$ cat src/rtl/dma_bus_arbiter_if.sv
// Bus-side handshake bundle for dma_bus_arbiter.
// The master modport is the arbiter; the slave modport is the CPU/bus and DMA-engine side.
interface dma_bus_arbiter_if;
  logic       DMA_REQ;
  logic       CYCLE_ACTIVE;
  logic       _BG;
  logic       _BGACK_IN;
  logic       _AS_IN;
  logic [1:0] _DSACK_IN;
  logic       _STERM;
  logic       _BERR;
  logic       _BR;
  logic       _BGACK_O;
  logic       OWN_;
  logic       GRANTED;
  logic       BUS_ERR;

  modport master (
    input  DMA_REQ, CYCLE_ACTIVE, _BG, _BGACK_IN, _AS_IN, _DSACK_IN, _STERM, _BERR,
    output _BR, _BGACK_O, OWN_, GRANTED, BUS_ERR
  );

  modport slave (
    output DMA_REQ, CYCLE_ACTIVE, _BG, _BGACK_IN, _AS_IN, _DSACK_IN, _STERM, _BERR,
    input  _BR, _BGACK_O, OWN_, GRANTED, BUS_ERR
  );
endinterface

$ cat src/rtl/dma_bus_arbiter.sv
// dma_bus_arbiter: requests the CPU bus, waits for it to go idle, owns it and releases it in order.
// Define TENURE_LIMIT_EN to compile in an 8-bit ownership tenure limit with a longer cooldown.
module dma_bus_arbiter (
  input  logic              SCLK,
  input  logic              _RST,
  dma_bus_arbiter_if.master bus
);
  localparam int unsigned CD_W = 2;
  // Cooldown loads N-1 so a held DMA_REQ re-requests exactly N edges after IDLE entry.
  localparam logic [CD_W-1:0] CD_NORMAL = CD_W'(1);
`ifdef TENURE_LIMIT_EN
  localparam int unsigned TEN_W = 8;
  localparam logic [CD_W-1:0]  CD_TENURE = CD_W'(3);
  localparam logic [TEN_W-1:0] TEN_MAX   = '1;
`endif

  typedef enum logic [2:0] {IDLE, REQ, WAIT_IDLE, OWN, REL} state_t;

  state_t          state_q, state_d;
  logic            br_q, br_d;
  logic            bgack_q, bgack_d;
  logic            own_q, own_d;
  logic            granted_q, granted_d;
  logic            bus_err_q, bus_err_d;
  logic            berr_block_q, berr_block_d;
  logic [CD_W-1:0] cool_q, cool_d;
  logic            bus_idle_c;
`ifdef TENURE_LIMIT_EN
  logic [TEN_W-1:0] tenure_q, tenure_d;
  logic             forced_q, forced_d;
  logic             tenure_hit_c;
`endif

  assign bus._BR      = br_q;
  assign bus._BGACK_O = bgack_q;
  assign bus.OWN_     = own_q;
  assign bus.GRANTED  = granted_q;
  assign bus.BUS_ERR  = bus_err_q;

  // Previous master has fully let go of the bus.
  assign bus_idle_c = bus._AS_IN && (bus._DSACK_IN == 2'b11) && bus._STERM && bus._BGACK_IN;

  always_ff @(posedge SCLK) begin
    if (!_RST) begin
      state_q      <= IDLE;
      br_q         <= 1'b1;
      bgack_q      <= 1'b1;
      own_q        <= 1'b1;
      granted_q    <= 1'b0;
      bus_err_q    <= 1'b0;
      berr_block_q <= 1'b0;
      cool_q       <= '0;
`ifdef TENURE_LIMIT_EN
      tenure_q     <= '0;
      forced_q     <= 1'b0;
`endif
    end else begin
      state_q      <= state_d;
      br_q         <= br_d;
      bgack_q      <= bgack_d;
      own_q        <= own_d;
      granted_q    <= granted_d;
      bus_err_q    <= bus_err_d;
      berr_block_q <= berr_block_d;
      cool_q       <= cool_d;
`ifdef TENURE_LIMIT_EN
      tenure_q     <= tenure_d;
      forced_q     <= forced_d;
`endif
    end
  end

  always_comb begin
    state_d      = state_q;
    cool_d       = cool_q;
    berr_block_d = berr_block_q;
    granted_d    = 1'b0;
    bus_err_d    = 1'b0;
`ifdef TENURE_LIMIT_EN
    forced_d     = forced_q;
    tenure_hit_c = (tenure_q == TEN_MAX) && !bus.CYCLE_ACTIVE;
    if (state_q != OWN)           tenure_d = '0;
    else if (tenure_q == TEN_MAX) tenure_d = tenure_q;
    else                          tenure_d = tenure_q + TEN_W'(1);
`endif

    // A sampled DMA_REQ=0 lifts the post-bus-error lockout; a fresh abort below overrides it.
    if (!bus.DMA_REQ) berr_block_d = 1'b0;

    case (state_q)
      IDLE: begin
        if (cool_q != '0)                          cool_d  = cool_q - CD_W'(1);
        else if (bus.DMA_REQ && !berr_block_q)     state_d = REQ;
      end
      REQ: begin
        if (!bus.DMA_REQ)  state_d = IDLE;
        else if (!bus._BG) state_d = WAIT_IDLE;
      end
      WAIT_IDLE: begin
        if (bus_idle_c) begin
          state_d   = OWN;
          granted_d = 1'b1;
        end
      end
      OWN: begin
        if (!bus._BERR) begin
          state_d      = REL;
          bus_err_d    = 1'b1;
          berr_block_d = 1'b1;
        end else if (!bus.DMA_REQ && !bus.CYCLE_ACTIVE) begin
          state_d = REL;
        end
`ifdef TENURE_LIMIT_EN
        else if (tenure_hit_c) begin
          state_d  = REL;
          forced_d = 1'b1;
        end
`endif
      end
      REL: begin
        state_d = IDLE;
`ifdef TENURE_LIMIT_EN
        cool_d   = forced_q ? CD_TENURE : CD_NORMAL;
        forced_d = 1'b0;
`else
        cool_d   = CD_NORMAL;
`endif
      end
      default: state_d = IDLE;
    endcase

    // Outputs follow the state being entered so they change on the transition edge.
    br_d    = !((state_d == REQ) || (state_d == WAIT_IDLE));
    bgack_d = !((state_d == OWN) || (state_d == REL));
    own_d   = (state_d != OWN);
  end
endmodule

$ cat src/flat_wrapper.sv
// flat-port wrapper written by rule: the top's interface ports become plain ports
module dma_bus_arbiter_flat 
  (SCLK, _RST, bus_DMA_REQ, bus_CYCLE_ACTIVE, bus__BG, bus__BGACK_IN, bus__AS_IN, bus__DSACK_IN, bus__STERM, bus__BERR, bus__BR, bus__BGACK_O, bus_OWN_, bus_GRANTED, bus_BUS_ERR);
  dma_bus_arbiter_if bus_i ();
  input  logic SCLK;
  input  logic _RST;
  input wire logic [$bits(bus_i.DMA_REQ)-1:0] bus_DMA_REQ;
  input wire logic [$bits(bus_i.CYCLE_ACTIVE)-1:0] bus_CYCLE_ACTIVE;
  input wire logic [$bits(bus_i._BG)-1:0] bus__BG;
  input wire logic [$bits(bus_i._BGACK_IN)-1:0] bus__BGACK_IN;
  input wire logic [$bits(bus_i._AS_IN)-1:0] bus__AS_IN;
  input wire logic [$bits(bus_i._DSACK_IN)-1:0] bus__DSACK_IN;
  input wire logic [$bits(bus_i._STERM)-1:0] bus__STERM;
  input wire logic [$bits(bus_i._BERR)-1:0] bus__BERR;
  output wire logic [$bits(bus_i._BR)-1:0] bus__BR;
  output wire logic [$bits(bus_i._BGACK_O)-1:0] bus__BGACK_O;
  output wire logic [$bits(bus_i.OWN_)-1:0] bus_OWN_;
  output wire logic [$bits(bus_i.GRANTED)-1:0] bus_GRANTED;
  output wire logic [$bits(bus_i.BUS_ERR)-1:0] bus_BUS_ERR;
  assign bus_i.DMA_REQ = bus_DMA_REQ;
  assign bus_i.CYCLE_ACTIVE = bus_CYCLE_ACTIVE;
  assign bus_i._BG = bus__BG;
  assign bus_i._BGACK_IN = bus__BGACK_IN;
  assign bus_i._AS_IN = bus__AS_IN;
  assign bus_i._DSACK_IN = bus__DSACK_IN;
  assign bus_i._STERM = bus__STERM;
  assign bus_i._BERR = bus__BERR;
  assign bus__BR = bus_i._BR;
  assign bus__BGACK_O = bus_i._BGACK_O;
  assign bus_OWN_ = bus_i.OWN_;
  assign bus_GRANTED = bus_i.GRANTED;
  assign bus_BUS_ERR = bus_i.BUS_ERR;
  dma_bus_arbiter u_core (.SCLK(SCLK), ._RST(_RST), .bus(bus_i));
endmodule
$ cat config.mk
export PLATFORM = sky130hd
export DESIGN_NAME = dma_bus_arbiter_flat
export DESIGN_NICKNAME = d
export VERILOG_FILES = /design/src/rtl/dma_bus_arbiter_if.sv /design/src/rtl/dma_bus_arbiter.sv /design/src/flat_wrapper.sv
export SDC_FILE = /design/constraint.sdc
export NUM_CORES = 1
export LEC_CHECK = 0
export ABC_AREA = 1
export BUFFER_PORTS_ARGS = -buffer_cell sky130_fd_sc_hd__buf_2
export CAP_MARGIN = 5
export CORE_AREA = 2 2 39 41
export DETAILED_ROUTE_END_ITERATION = 10
export DIE_AREA = 0 0 41 43
export GPL_TIMING_DRIVEN = 0
export PLACE_DENSITY_LB_ADDON = 0.25
export SLEW_MARGIN = 30
export SYNTH_ARGS = -nofsm -noshare
export SYNTH_HDL_FRONTEND = slang
export SYNTH_SLANG_ARGS = --single-unit
$ cat constraint.sdc
create_clock -name SCLK -period 1.5 [get_ports SCLK]
set_clock_uncertainty 0.05 [all_clocks]
set_input_delay 0.075 -clock SCLK [delete_from_list [all_inputs] [get_ports SCLK]]
set_output_delay 0.075 -clock SCLK [all_outputs]
set_load 0.01 [all_outputs]
==> results of run 1 <==
==> placed cells by master (no fill, tap or decap) <==
cell type / count
clkbuf_1: 1
a21oi_2: 1
nand3_1: 1
a31o_2: 1
a21oi_1: 2
o21ai_1: 1
buf_2: 15
nor2_2: 1
nand2_1: 16
nand2_2: 1
o21ai_0: 3
ha_1: 1
inv_1: 11
o31ai_1: 1
dlygate4sd3_1: 1
nor2_1: 11
dfxtp_1: 11
nor3_2: 1
clkbuf_4: 3
o211ai_1: 1
or2_1: 1
==> power by group <==
| group | leakage, nW | switching [mW] | internal [mW] | total (mW) |
|---|---|---|---|---|
| sequential | 0.0895 | 0.0213 | 0.336 | 0.358 |
| combinational | 0.199 | 0.142 | 0.110 | 0.252 |
| clock | 0.0150 | 0.0958 | 0.103 | 0.199 |
==> worst max-delay path by stage <==
stage / slack, ns / cells past startpoint / startpoint / end
floorplan: 0.43 / 9 / u_core.cool_q[0] / u_core.bus._BR
global placement: 0.36 / 9 / u_core.cool_q[0] / u_core.bus._BR
detailed placement: 0.35 / 7 / u_core.state_q[1] / u_core.bus._BR
CTS: 0.34 / 9 / bus__BERR / u_core.bus._BR
global route: 0.18 / 9 / u_core.cool_q[0] / u_core.bus._BR
finish: 0.32 / 7 / u_core.state_q[1] / u_core.bus._BR
==> what timing repair did <==
item                                    CTS  global route
endpoints found under the setup margin    0             0
hold buffers                              1             0
hold endpoints to repair                  1             0
==> flip-flops by register name (all words and copies together) (netlist names) <==
signal,count
u_core.cool_q,2
u_core.bus._BR,1
u_core.state_q,3
u_core.berr_block_q,1
u_core.bus.GRANTED,1
u_core.bus.OWN_,1
u_core.bus._BGACK_O,1
u_core.bus.BUS_ERR,1
==> cell usage after synthesis (all sizes together), types with 3 or more instances <==
master  count
dfxtp      11
o21ai       4
nand2      17
inv        11
nor2       12
a21oi       3
==> cells by family (layout without fill, tap and decap cells) <==
group	after synthesis	count (layout)	synth area share [%]
simple gates	32	32	28.6
flops	11	11	46.7
buf+inv	11	31	8.75
compound gates	10	10	13.3
fa+ha+maj	1	1	2.65
==> metal layers <==
metal / vias up / global-route usage (%) / wire length [µm]
met3: 2 / 4.71 / 37
met4: 0 / 8.00 / 10
met1: 181 / 15.5 / 411
met5: - / 0 / 0
met2: 8 / 15.3 / 365
li1: 243 / - / -
==> final cells by class <==
cell class | instances | area share [%]
sequential | 11 | 36.5
multi-input combinational | 43 | 34.9
timing repair buffer | 16 | 14.1
inverter | 11 | 6.85
clock buffer | 4 | 4.36
tap | 16 | 3.32
==> critical path, delay by kind of cell, from the launching register on <==
kind | cells | cell delay (ns)
compound gates | 1 | 0.12
flops | 1 | 0.41
simple gates | 6 | 0.49
==> metrics by stage <==
stage / utilization (%) / power, mW / area (µm²)
after floorplan: - / 0.559 / 472
after global placement: 41.0 / 0.614 / 567
after detailed placement: 41.0 / 0.616 / 567
after CTS: 43.6 / 0.816 / 603
after global routing: 43.6 / 0.881 / 603
final: 43.6 / 0.808 / 603
==> impl_metrics.toml, run 1 <==
[clock_network]
cts_resized = 0
insertion_delay_ns = 0.26
cts.sinks = 11
cts_tree = "done"
cts_setup_buffers = 0
cts_made_buffers = 3
clkTransAtPathRegs_ns = 0.07
cts_buffer_depth = 2
htree_num_levels = 1
cts-root-buf = "clkbuf_4"

[setup_path]
crit_top_cell = "nand2_1"
end_kind = "flip-flop"
crit_type = "flip-flop to flip-flop"
crit_path_start_kind = "flip-flop"
reg2reg_setup_slack_ns = 0.32
path_cells = "nand2_1, nor2_1, nand2_1, nand2_1, nor2_1, o21ai_1, nand2_1"
r2r_end = "u_core.bus._BR"
crit_fanout = 4
cp_slowest_stage_delay_ns = 0.41
cp_slowest_cell = "dfxtp_1"
arrival_ns = 1.29
r2r_start = "u_core.state_q[1]"
cp.required_ns = 1.61
reg2regPathDepth = 7

[layout]
multi_input_area_um2 = 210
diodes = 0
layout.cells.non_filler = 101
nFillCells = 157
regArea_um2 = 220
nets = 98
drive_above_1_share_pct = 27.1
area_delta_synth_final_pct = 27.9

[place]
place.gp.congestion = 0.775
dp_hpwl_um = 642
portBuffers = 15
dpl.cell_count = 96
pre_cts_ws_ns = 0.354

[die]
num_io_pins = 16
row_count = 14
die_y_um = 43
die-area_um2 = 1760
die_x_um = 41
coreArea_um2 = 1380
start_util_pct = 34.1

[timing]
finalCritPeriodShare_pct = 78.7
hold_viol = 0
setup_viol = 0
timing.fmax_ghz = 0.847
slew_violations = 0
fin_ws_ns = 0.320
worstMarginPinSlew_ns = 0.229
slew_headroom_pct = 84.7
setup_tns_ns = 0
min_period_ns = 1.18
rsz0062_at_grt = "false"
whs_ns = 0.00897

[run]
cap_violations = 0

[hold_path]
holdPathStages = 2
hold_end = "u_core.bus._BR"
hold_path.class = "primary input to flip-flop"
hp-start = "_RST"

[logic_synthesis]
syn_nets = 77
synth_warnings = 0
yosysSeqAreaShare_pct = 46.7
async_flop_share_pct = 0
ys.flop_type = "dfxtp_1"
synth_area_um2 = 472
synth_edf_count = 0
netlist.area_leader.share_pct = 46.7
syn_inst = 65
ys_ff_latch = 11
avgSynthCellArea_um2 = 7.26
synth_cell_types = 17
yosys-top-cells-area = "dfxtp_1 (47%), nand2_1 (13%), inv_1 (8.8%)"
synth_area_leader_cell = "dfxtp_1"

[route]
drc = 0
totalWireLength_um = 825
dr_total_vias = 434
via_per_inst = 4.30
wl_per_cell_um = 8.17
drt_iter0_markers = 5
dr.pass1.iters = 4
ant_nets = 0

[grt]
grt_max_degree = 9
grt_pass1_vias = 361
grt_usage_pct = 11.9
grt_pass1_wl_um = 1370
grt_overflow = 0
grt_antenna_before_repair = 0

[power_and_ir_drop]
ir_worst_vdd_mv = 0.557
power_density_nw_per_um2 = 1340
p_leak_nw = 0.303

[run_status]
status = "completed"
No activity file was read; power rests on OpenSTA's default activity.
==> inputs of run 2 (changes only) <==
==> constraint.sdc (replaced) <==
create_clock -name SCLK -period 1.1 [get_ports SCLK]
set_clock_uncertainty 0.05 [all_clocks]
set_input_delay 0.055 -clock SCLK [delete_from_list [all_inputs] [get_ports SCLK]]
set_output_delay 0.055 -clock SCLK [all_outputs]
set_load 0.01 [all_outputs]
==> impl_metrics.toml, run 2 (synthesis results as in run 1) <==
[grt]
grt_max_degree = 9
grt_overflow = 0
grt_antenna_before_repair = 0
grt_usage_pct = 13.0
grt_pass1_wl_um = 1500
grt_pass1_vias = 391

[power_and_ir_drop]
ir_worst_vdd_mv = 0.844
power_density_nw_per_um2 = 1910
p_leak_nw = 0.315

[layout]
postLayoutCellArea_um2 = 647
largest_register = "u_core.state_q"
diodes = 0
area_delta_synth_final_pct = 37.1
layout_common_cells = "nand2_1 (16), buf_2 (15), nor2_1 (9)"
mostFrequentLayoutCell = "nand2_1"
nets = 100
final_util_pct = 46.7
drive_above_1_share_pct = 40.2
reg_top3 = "u_core.state_q: 3 flops, u_core.cool_q: 2 flops"
largest_reg_flops = 3

[timing]
slew_violations = 0
worstMarginPinSlew_ns = 0.217
setup_viol = 1
hold_viol = 0
setup_tns_ns = -0.0131
rsz0062_at_grt = "true"
finalCritPeriodShare_pct = 101
slew_headroom_pct = 85.5
timing.fmax_ghz = 0.898
min_period_ns = 1.11
fin_ws_ns = -0.0131

[clock_network]
clkTransAtPathRegs_ns = 0.07
cts-root-buf = "clkbuf_4"
cts_tree = "done"
cts_made_buffers = 3
insertion_delay_ns = 0.26
cts_buffer_depth = 2
cts.sinks = 11
htree_num_levels = 1

[route]
drc = 0
dr.pass1.iters = 4
wl_per_cell_um = 8.61
totalWireLength_um = 887
via_per_inst = 4.33
dr_total_vias = 446
drt_iter0_markers = 4
ant_nets = 0

[setup_path]
reg2reg_setup_slack_ns = -0.01
cp_slowest_cell = "dfxtp_2"
crit_path_start_kind = "flip-flop"
r2r_end = "u_core.bus._BR"
cp_slowest_stage_delay_ns = 0.33
r2r_start = "u_core.cool_q[1]"
cp_num_buf_inv = 2
reg2regPathDepth = 9
crit_top_cell = "nand2_1"
arrival_ns = 1.22
path_delay_family = "flip-flops"
cp.required_ns = 1.21
path_cells = "inv_2, ha_4, inv_2, nor2_2, nand2_1, o21ai_1, nand2_1, o21ai_1, nand2_1"
crit_type = "flip-flop to flip-flop"
crit_fanout = 3
end_kind = "flip-flop"

[hold_path]
hp-start = "bus_DMA_REQ"
holdPathStages = 2
hold_end = "u_core.berr_block_q"
hold_path.class = "primary input to flip-flop"

[die]
start_util_pct = 34.1
die_x_um = 41
die_y_um = 43
coreArea_um2 = 1380
row_count = 14
num_io_pins = 16
die-area_um2 = 1760

[place]
place.gp.congestion = 0.775
pre_cts_ws_ns = -0.0458
dp_hpwl_um = 642
portBuffers = 15
dpl-instance-area_um2 = 567

[run]
cap_violations = 0

[run_status]
status = "complete, but fails checks"
violations = "setup timing"
[run 2: cell types whose count changed in the layout (fill, tap and decap cells not counted), sizes merged]
cell / previous run / this run
buf: 15 / 16
dlygate4sd3: 1 / 2
[run 2: power breakdown]
group | internal, mW | switching [mW] | total (mW) | leakage [nW]
clock | 0.140 | 0.131 | 0.271 | 0.0150
combinational | 0.220 | 0.241 | 0.461 | 0.208
sequential | 0.468 | 0.0366 | 0.505 | 0.0919
[run 2: timing repair]
item	CTS	global route
setup buffers	1	0
setup endpoints to repair	4	7
pin swaps	2	3
endpoints found under the hold margin	4	0
resized for setup	10	4
hold buffers	2	0
[run 2: how the worst max path moves through the flow]
stage	startpoint	endpoint	slack (ns)	cells after the start
after floorplan	u_core.cool_q[0]	u_core.bus._BR	0.03	9
after global routing	u_core.cool_q[1]	u_core.bus._BR	-0.13	9
after CTS	u_core.cool_q[0]	u_core.bus._BR	-0.03	9
final	u_core.cool_q[1]	u_core.bus._BR	-0.01	9
after global placement	u_core.cool_q[0]	u_core.bus._BR	-0.04	9
after detailed placement	u_core.state_q[1]	u_core.bus._BR	-0.05	7
[run 2: area by class of cell]
class	instances	area (µm²)
multi-input cells	43	228
flip-flops and latches	11	229
repair buffers	18	103
fillers	155	737
well taps	16	20.0
inverters	11	41.3
clock buffers	4	26.3
[run 2: per-layer routing]
metal  up-vias  GRT usage, %  wire length, µm
met5         -             0                0
met4         0          8.00               20
met3         4          4.71               40
met2        10          17.8              419
met1       184          16.5              407
li1        248             -                -
[run 2: per-stage QoR]
step | instances | power (mW) | hold slack (ns)
global route | 103 | 1.35 | 0.0376
CTS | 103 | 1.22 | 0.0243
finish | 103 | 1.24 | 0.0279
floorplan | 65 | 0.762 | 0.0738
detailed placement | 96 | 0.841 | 0.201
global placement | 96 | 0.837 | 0.195
==> inputs of run 3 (changes only) <==
--- a/config.mk
+++ b/config.mk
@@ -5,13 +5,13 @@
 export SDC_FILE = /design/constraint.sdc
 export NUM_CORES = 1
 export LEC_CHECK = 0
-export ABC_AREA = 1
 export BUFFER_PORTS_ARGS = -buffer_cell sky130_fd_sc_hd__buf_2
 export CAP_MARGIN = 5
 export CORE_AREA = 2 2 39 41
 export DETAILED_ROUTE_END_ITERATION = 10
 export DIE_AREA = 0 0 41 43
 export GPL_TIMING_DRIVEN = 0
+export HOLD_SLACK_MARGIN = 0.15
 export PLACE_DENSITY_LB_ADDON = 0.25
 export SLEW_MARGIN = 30
 export SYNTH_ARGS = -nofsm -noshare
==> impl_metrics.toml, run 3 <==
[run_status]
status = "complete, but fails checks"
violations = "setup timing"

[clock_network]
cts_buffer_depth = 2
cts-root-buf = "clkbuf_4"
htree_num_levels = 1
cts_tree = "done"
cts.sinks = 11
insertion_delay_ns = 0.27
cts_made_buffers = 3
clkTransAtPathRegs_ns = 0.07

[place]
portBuffers = 15
pre_cts_ws_ns = -0.476
dpl.cell_count = 80
dp_hpwl_um = 708
place.gp.congestion = 0.710
dpl-instance-area_um2 = 634

[layout]
reg_top3 = "u_core.state_q: 3 flops, u_core.cool_q: 2 flops"
largest_reg_flops = 3
drive_above_1_share_pct = 60.8
diodes = 0
layout_common_cells = "buf_2 (15), dfxtp_1 (6), buf_4 (5)"
mostFrequentLayoutCell = "buf_2"
area_delta_synth_final_pct = 54.9
largest_register = "u_core.state_q"
nets = 92
final_util_pct = 58.1
postLayoutCellArea_um2 = 805
layout.cells.non_filler = 95

[run]
cap_violations = 0

[die]
die_x_um = 41
die_y_um = 43
coreArea_um2 = 1380
row_count = 14
num_io_pins = 16
die-area_um2 = 1760
start_util_pct = 37.5

[logic_synthesis]
ys_ff_latch = 11
avgSynthCellArea_um2 = 10.6
synth_edf_count = 0
syn_nets = 61
syn_inst = 49
synth_warnings = 0
synth_area_leader_cell = "dfxtp_1"
yosysSeqAreaShare_pct = 42.4
async_flop_share_pct = 0
yosys-top-cells-area = "dfxtp_1 (42%), a2111oi_4 (5.3%), nand4bb_2 (3.1%)"
ys.flop_type = "dfxtp_1"
netlist.area_leader.share_pct = 42.4
synth_area_um2 = 519
synth.most_common_cell = "dfxtp_1"
synthTopCellsByCount = "dfxtp_1 (11), inv_1 (3)"
synth_cell_types = 31

[timing]
slew_headroom_pct = 74.0
hold_viol = 0
setup_viol = 9
rsz0062_at_grt = "true"
slew_violations = 0
timing.fmax_ghz = 0.626
min_period_ns = 1.60
finalCritPeriodShare_pct = 145
worstMarginPinSlew_ns = 0.386
fin_ws_ns = -0.498

[grt]
grt_overflow = 0
met1_usage_pct = 17.3
grt_pass1_vias = 453
grt_usage_pct = 15.9
grt_use_met3_pct = 3.14
grt_pass1_wl_um = 1830
top_usage_layer = "met2"
grt_max_degree = 11
grt_antenna_before_repair = 0
grt_use_met2_pct = 25.3

[power_and_ir_drop]
internal-power_mw = 1.09
power_density_nw_per_um2 = 1960
ir_worst_vdd_mv = 1.04
p_switching_uw = 482
p_leak_nw = 0.329
p_clk_share_pct = 17.8
p_comb_share_pct = 49.7
power_switching_share_pct = 30.6
power_frac_seq_pct = 32.4

[setup_path]
crit_type = "flip-flop to flip-flop"
crit_fanout = 3
crit_path_start_kind = "flip-flop"
end_kind = "flip-flop"
arrival_ns = 1.68
cp.required_ns = 1.18

[route]
drc = 0
via_per_inst = 5.18
drt_iter0_markers = 4
totalWireLength_um = 1170
ant_nets = 0
dr_total_vias = 492
wl_per_cell_um = 12.3
dr.pass1.iters = 4

[hold_path]
hold_path.class = "primary input to flip-flop"
## run 3: changes by cell type in the layout (fill, tap and decap cells not counted), sizes merged, moves of 2 or more
cell	previous run	this run
a21oi	3	1
and3	0	2
buf	16	23
dlygate4sd3	2	4
inv	11	3
nand2	17	2
nor2	12	2
o21a	0	2
o21ai	4	2
## run 3: final cells by class
class	instances	area [µm²]
Buffer	2	20.0
Clock buffer	4	26.3
Fill cell	128	579
Inverter	3	11.3
Multi-Input combinational cell	33	320
Sequential cell	11	231
Tap cell	16	20.0
Timing Repair Buffer	26	175
## run 3: metal layers
layer	part of all wire, %	wire, µm
met4	1.4	17
met1	41	486
met2	54	628
met3	3.4	40
met5	0	0
## run 3: cells by family (layout without fill, tap and decap cells)
| kind of cell | Yosys count | count (layout) | share of synthesized area [%] |
|---|---|---|---|
| AND/OR/NAND/NOR | 19 | 19 | 26.8 |
| adder cells (fa/ha/maj) | 1 | 1 | 2.41 |
| buffers and inverters | 5 | 35 | 6.02 |
| flip-flops | 11 | 11 | 42.4 |
| AO/OA/AOI/OAI | 13 | 13 | 22.4 |
## run 3: critical path, stage by stage, from the launching register on
cell       delay (ns)
dfxtp_2          0.33
inv_2            0.06
ha_4             0.13
or3b_4           0.38
a2111oi_4        0.36
o221ai_1         0.15
## run 3: stage by stage
stage / power [mW] / hold WS, ns / TNS [ns]
2_1_floorplan: 0.915 / 0.0931 / -1.34
3_3_place_gp: 1.00 / 0.202 / -1.91
3_5_place_dp: 1.01 / 0.205 / -1.84
4_1_cts: 1.35 / 0.158 / -2.15
5_1_grt: 1.68 / 0.177 / -2.92
6_report: 1.58 / 0.155 / -2.36
## run 3: worst paths after layout
check	startpoint	to	slack, ns	depth (start not counted)
setup / recovery	u_core.cool_q[1]	u_core.bus.OWN_	-0.50	5
hold / removal	bus__DSACK_IN[1]	u_core.bus._BGACK_O	0.16	4
setup reg to reg	u_core.cool_q[1]	u_core.bus.OWN_	-0.50	5
hold reg to reg	u_core.cool_q[1]	u_core.cool_q[1]	0.42	2
## run 3: what timing repair did
item                                   CTS  global route
pin swaps                                1             5
setup buffers                            1             6
gates resized for setup                  2            12
setup endpoints to repair                8            10
endpoints found under the hold margin    3             0
hold buffers                             4             0
## run 3: power groups by stage
| stage | Combinational, mW | Sequential [mW] | Clock, mW |
|---|---|---|---|
| 4_1_cts | 0.555 | 0.508 | 0.290 |
| 3_5_place_dp | 0.498 | 0.514 | 0 |
| 5_1_grt | 0.842 | 0.521 | 0.314 |
| 3_3_place_gp | 0.494 | 0.510 | 0 |
| 6_report | 0.784 | 0.511 | 0.281 |
| 2_1_floorplan | 0.403 | 0.511 | 0 |
